==> src/rtl/truth_table_sweeper.sv <==
// Sweeps {a,b,c} through 0..7, holds each vector SETTLE_CYCLES cycles, then samples y into table_out.
// Define TRUTH_TABLE_COMPARE_EN to add a popcount compare of table_out against `expected`.
module truth_table_sweeper #(
  parameter int unsigned SETTLE_CYCLES = 2
) (
  input  logic       clk,
  input  logic       reset,
  input  logic       start,
  input  logic       y,
  input  logic [7:0] expected,
  output logic       a,
  output logic       b,
  output logic       c,
  output logic       busy,
  output logic       done,
  output logic [7:0] table_out,
  output logic       mismatch,
  output logic [3:0] err_count
);

  typedef enum logic [1:0] {IDLE, SETTLE, SAMPLE, DONE} state_t;

  localparam logic [3:0] SETTLE_LOAD = 4'(SETTLE_CYCLES);

  state_t     state;
  logic [2:0] index;
  logic [3:0] settle_cnt;

`ifdef TRUTH_TABLE_COMPARE_EN
  logic [7:0] diff;
  logic [3:0] err_count_next;

  // table_out already holds the bit-7 sample by the time the FSM sits in DONE
  assign diff           = table_out ^ expected;
  assign err_count_next = 4'($countones(diff));
`else
  logic unused_expected;

  assign unused_expected = ^expected;
  assign mismatch        = 1'b0;
  assign err_count       = 4'd0;
`endif

  always_ff @(posedge clk) begin
    if (reset) begin
      state      <= IDLE;
      index      <= 3'd0;
      settle_cnt <= 4'd0;
      {a, b, c}  <= 3'd0;
      busy       <= 1'b0;
      done       <= 1'b0;
      table_out  <= 8'h00;
`ifdef TRUTH_TABLE_COMPARE_EN
      mismatch   <= 1'b0;
      err_count  <= 4'd0;
`endif
    end else begin
      done <= 1'b0;
      case (state)
        IDLE: begin
          if (start) begin
            index      <= 3'd0;
            settle_cnt <= SETTLE_LOAD;
            table_out  <= 8'h00;
            {a, b, c}  <= 3'd0;
            busy       <= 1'b1;
            state      <= SETTLE;
`ifdef TRUTH_TABLE_COMPARE_EN
            mismatch   <= 1'b0;
            err_count  <= 4'd0;
`endif
          end
        end
        SETTLE: begin
          if (settle_cnt == 4'd1) begin
            state <= SAMPLE;
          end else begin
            settle_cnt <= settle_cnt - 4'd1;
          end
        end
        SAMPLE: begin
          table_out[index] <= y;
          if (index == 3'd7) begin
            busy      <= 1'b0;
            done      <= 1'b1;
            {a, b, c} <= 3'd0;
            state     <= DONE;
          end else begin
            index      <= index + 3'd1;
            settle_cnt <= SETTLE_LOAD;
            {a, b, c}  <= index + 3'd1;
            state      <= SETTLE;
          end
        end
        DONE: begin
`ifdef TRUTH_TABLE_COMPARE_EN
          err_count <= err_count_next;
          mismatch  <= (err_count_next != 4'd0);
`endif
          state <= IDLE;
        end
        default: state <= IDLE;
      endcase
    end
  end

endmodule

==> config.mk <==
export PLATFORM = sky130hd
export DESIGN_NAME = truth_table_sweeper
export DESIGN_NICKNAME = d
export VERILOG_FILES = /design/src/rtl/truth_table_sweeper.sv
export SDC_FILE = /design/constraint.sdc
export NUM_CORES = 1
export LEC_CHECK = 0
export ABC_CLOCK_PERIOD_IN_PS = 3000
export CAP_MARGIN = 20
export CORE_UTILIZATION = 51
export CTS_CLUSTER_DIAMETER = 40
export CTS_CLUSTER_SIZE = 16
export DETAILED_ROUTE_END_ITERATION = 8
export PLACE_DENSITY = 0.95
export SKIP_CTS_REPAIR_TIMING = 1
export SYNTH_ARGS = -nofsm -noshare
export SYNTH_HDL_FRONTEND = slang
export SYNTH_SLANG_ARGS = --single-unit
==> constraint.sdc <==
create_clock -name clk -period 3 [get_ports clk]
set_input_delay 0.6 -clock clk [delete_from_list [all_inputs] [get_ports clk]]
set_output_delay 0.6 -clock clk [all_outputs]
set_load 0.01 [all_outputs]
==> results.yml <==
placement:
  place_inst: 167
  dp_hpwl_um: 1740
  dp_slack_ns: 0.906
  placed_cell_area_um2: 1300
  port_buffers: 16
  gp_congestion: 0.889
setup_path:
  worstReg2RegEnd: "settle_cnt[3]"
  cp_max_fo: 2
  crit_path_end: "c"
  crit_arrival_ns: 1.25
  crit_buf_inv: 1
  reg2reg_depth: 5
  start_kind: "flop"
  required_ns: 2.40
  startpoint: "c"
  path_cells: "clkdlybuf4s50_1"
  endpoint_kind: "output port"
  critPathKind: "reg2out"
  cpLargestDelayFamily: "buffers and inverters"
  timing.rr.start: "index[0]"
  critical_path.slowest_cell: "clkdlybuf4s50_1"
  r2r_setup_slack_ns: 1.29
  slowest_delay_ns: 0.55
  critical_path_cell_count: 1
sta:
  fin_ws_ns: 1.15
  fin_setup_tns_ns: 0
  worst_slew_pin_slew_ns: 0.556
  setup_viol: 0
  slew_headroom_pct: 62.9
  finalClockSkew_ns: 0.0177
  fin_crit_sh_pct: 61.7
  period_needed_ns: 1.85
  timing.fmax_ghz: 0.540
  hold_violations: 0
  hold_ws_ns: 0.467
  rsz0062_at_grt: "false"
  finalMaxSlewViolations: 0
cts:
  numCtsBuffers: 3
  root_buffer: "clkbuf_4"
  numClockSinks: 22
  path_clk_slew_ns: 0.14
  clock_path_buffers: 2
  cts_tree: "done"
  htree_levels: 1
  clk-insertion-delay-late_ns: 0.32
layout:
  nFillCells: 169
  final_nets: 162
  final_util_pct: 66.2
  final_design_area_no_fill_um2: 1350
  drive_gt1_share_pct: 9.03
  fin_cells: 171
  antennaDiodeCount: 0
  syn2layout_area_growth_pct: 16.8
route:
  dr.first_iter.drc_count: 24
  drc: 0
  antenna_left: 0
  vias: 1003
  wl_um: 2410
  wl_per_cell_um: 14.1
  viasPerCell: 5.87
  drt_pass1_iterations: 5
synth:
  ys_seq_area_share_pct: 38.1
  yosysWarnings: 0
  synth_mux_area_share_pct: 0.865
  synthAdderAreaFrac_pct: 5.41
  yosysUniqueCellTypes: 37
  syn_inst: 132
  synth_compound_area_share_pct: 20.5
  synth-simple-area-share_pct: 26.7
  synth_top_family_by_area: "simple AND/OR/NAND/NOR gates"
  synth-main-ff-cell: "dfxtp_1"
  async_flop_share_pct: 0
  netlist_area_um2: 1160
  synth_xor_area_share_pct: 0
  syn_avg_cell_area_um2: 8.77
  synth_edf_count: 0
  synth_seq_cells: 22
grt:
  grt.total_usage_pct: 20.7
  grt_pass1_vias: 912
  use_met3_pct: 3.40
  gr-total-overflow: 0
  antenna_found_initial: 0
  grt_max_degree: 20
  grt_util_met1_pct: 25.5
  gr-max-usage-layer: "met2"
  gr-usage-met2_pct: 35.6
  grt_pass1_wl_um: 3950
die:
  dieArea_um2: 2460
  fp.coreArea_um2: 2040
  die_w_um: 49.6
  row_count: 16
  start_util_pct: 56.7
  die_h_um: 49.6
  ios: 30
status:
  status: "completed"
worst_hold_path:
  hold_class: "reg2reg"
  min_from: "b"
power_and_ir_drop:
  total_power_uw: 628
  leakagePower_nw: 0.479
  powerDensity_nw_per_um2: 465
  ir_worst_vdd_mv: 0.357
job:
  cap_violations: 0
how the worst min path moves through the flow:
stage	endpoint	slack (ns)	cells after the start
2_1_floorplan	a	0.48	2
3_3_place_gp	b	0.44	2
3_5_place_dp	b	0.45	2
4_1_cts	b	0.47	2
5_1_grt	a	0.51	2
6_report	b	0.47	2
power by group:
group          switching [mW]  total, mW  internal (mW)
combinational          0.0436     0.0790         0.0354
clock                  0.0974      0.233          0.135
sequential             0.0148      0.317          0.302
cells in the mapped netlist (2+ instances only):
master,count,share of area (%)
clkbuf_1,4,1.3
or3b_2,3,2.3
nand3_1,9,3.9
nand2b_1,2,1.1
nand3b_1,3,1.9
nor2_1,6,1.9
or3_1,2,1.1
a21oi_1,16,6.9
nor3b_1,4,2.6
o211ai_1,8,5.2
inv_1,5,1.6
nor2b_1,2,1.1
buf_4,6,3.9
ha_1,5,5.4
and2_1,3,1.6
nor3_1,4,1.7
buf_2,3,1.3
o21ai_0,3,1.3
nand2_1,5,1.6
dfxtp_1,22,38
per-layer routing:
layer	share of wire (%)	wire length [um]
met2	51	1220
met3	3.9	95
met5	0	0
met4	1.1	26
met1	44	1060
placed cells by master, fill, tap and decap left out, types with 4 or more instances in the layout:
cell type	n
dfxtp_1	22
o211ai_1	8
nor2_1	6
nor3_1	4
inv_1	5
conb_1	5
ha_1	5
nor3b_1	4
clkdlybuf4s50_1	16
a21oi_1	16
nand3_1	9
nand2_1	5
cell families (layout without fill, tap and decap cells):
group,Yosys count,after routing
flip-flops,22,22
AO/OA/AOI/OAI,35,35
adder cells (fa/ha/maj),5,5
multiplexers,1,1
buffers and inverters,18,26
AND/OR/NAND/NOR,50,50
other,1,5
cell type report:
type	instances	area [um2]	area share [%]
clock buffers	3	22.5	1.67
clock inverters	1	30.0	2.22
inverters	5	18.8	1.39
multi-input cells	96	638	47.2
flip-flops and latches	22	440	32.6
well taps	27	33.8	2.50
repair buffers	17	168	12.4
sequential cells by signal, summed over array words and instances, names as in the netlist:
register and cells:
table_out 8, settle_cnt 4, index 3, state 2, a 1, b 1, busy 1, c 1
done 1
Note: power is estimated with default switching activity, not from simulation.
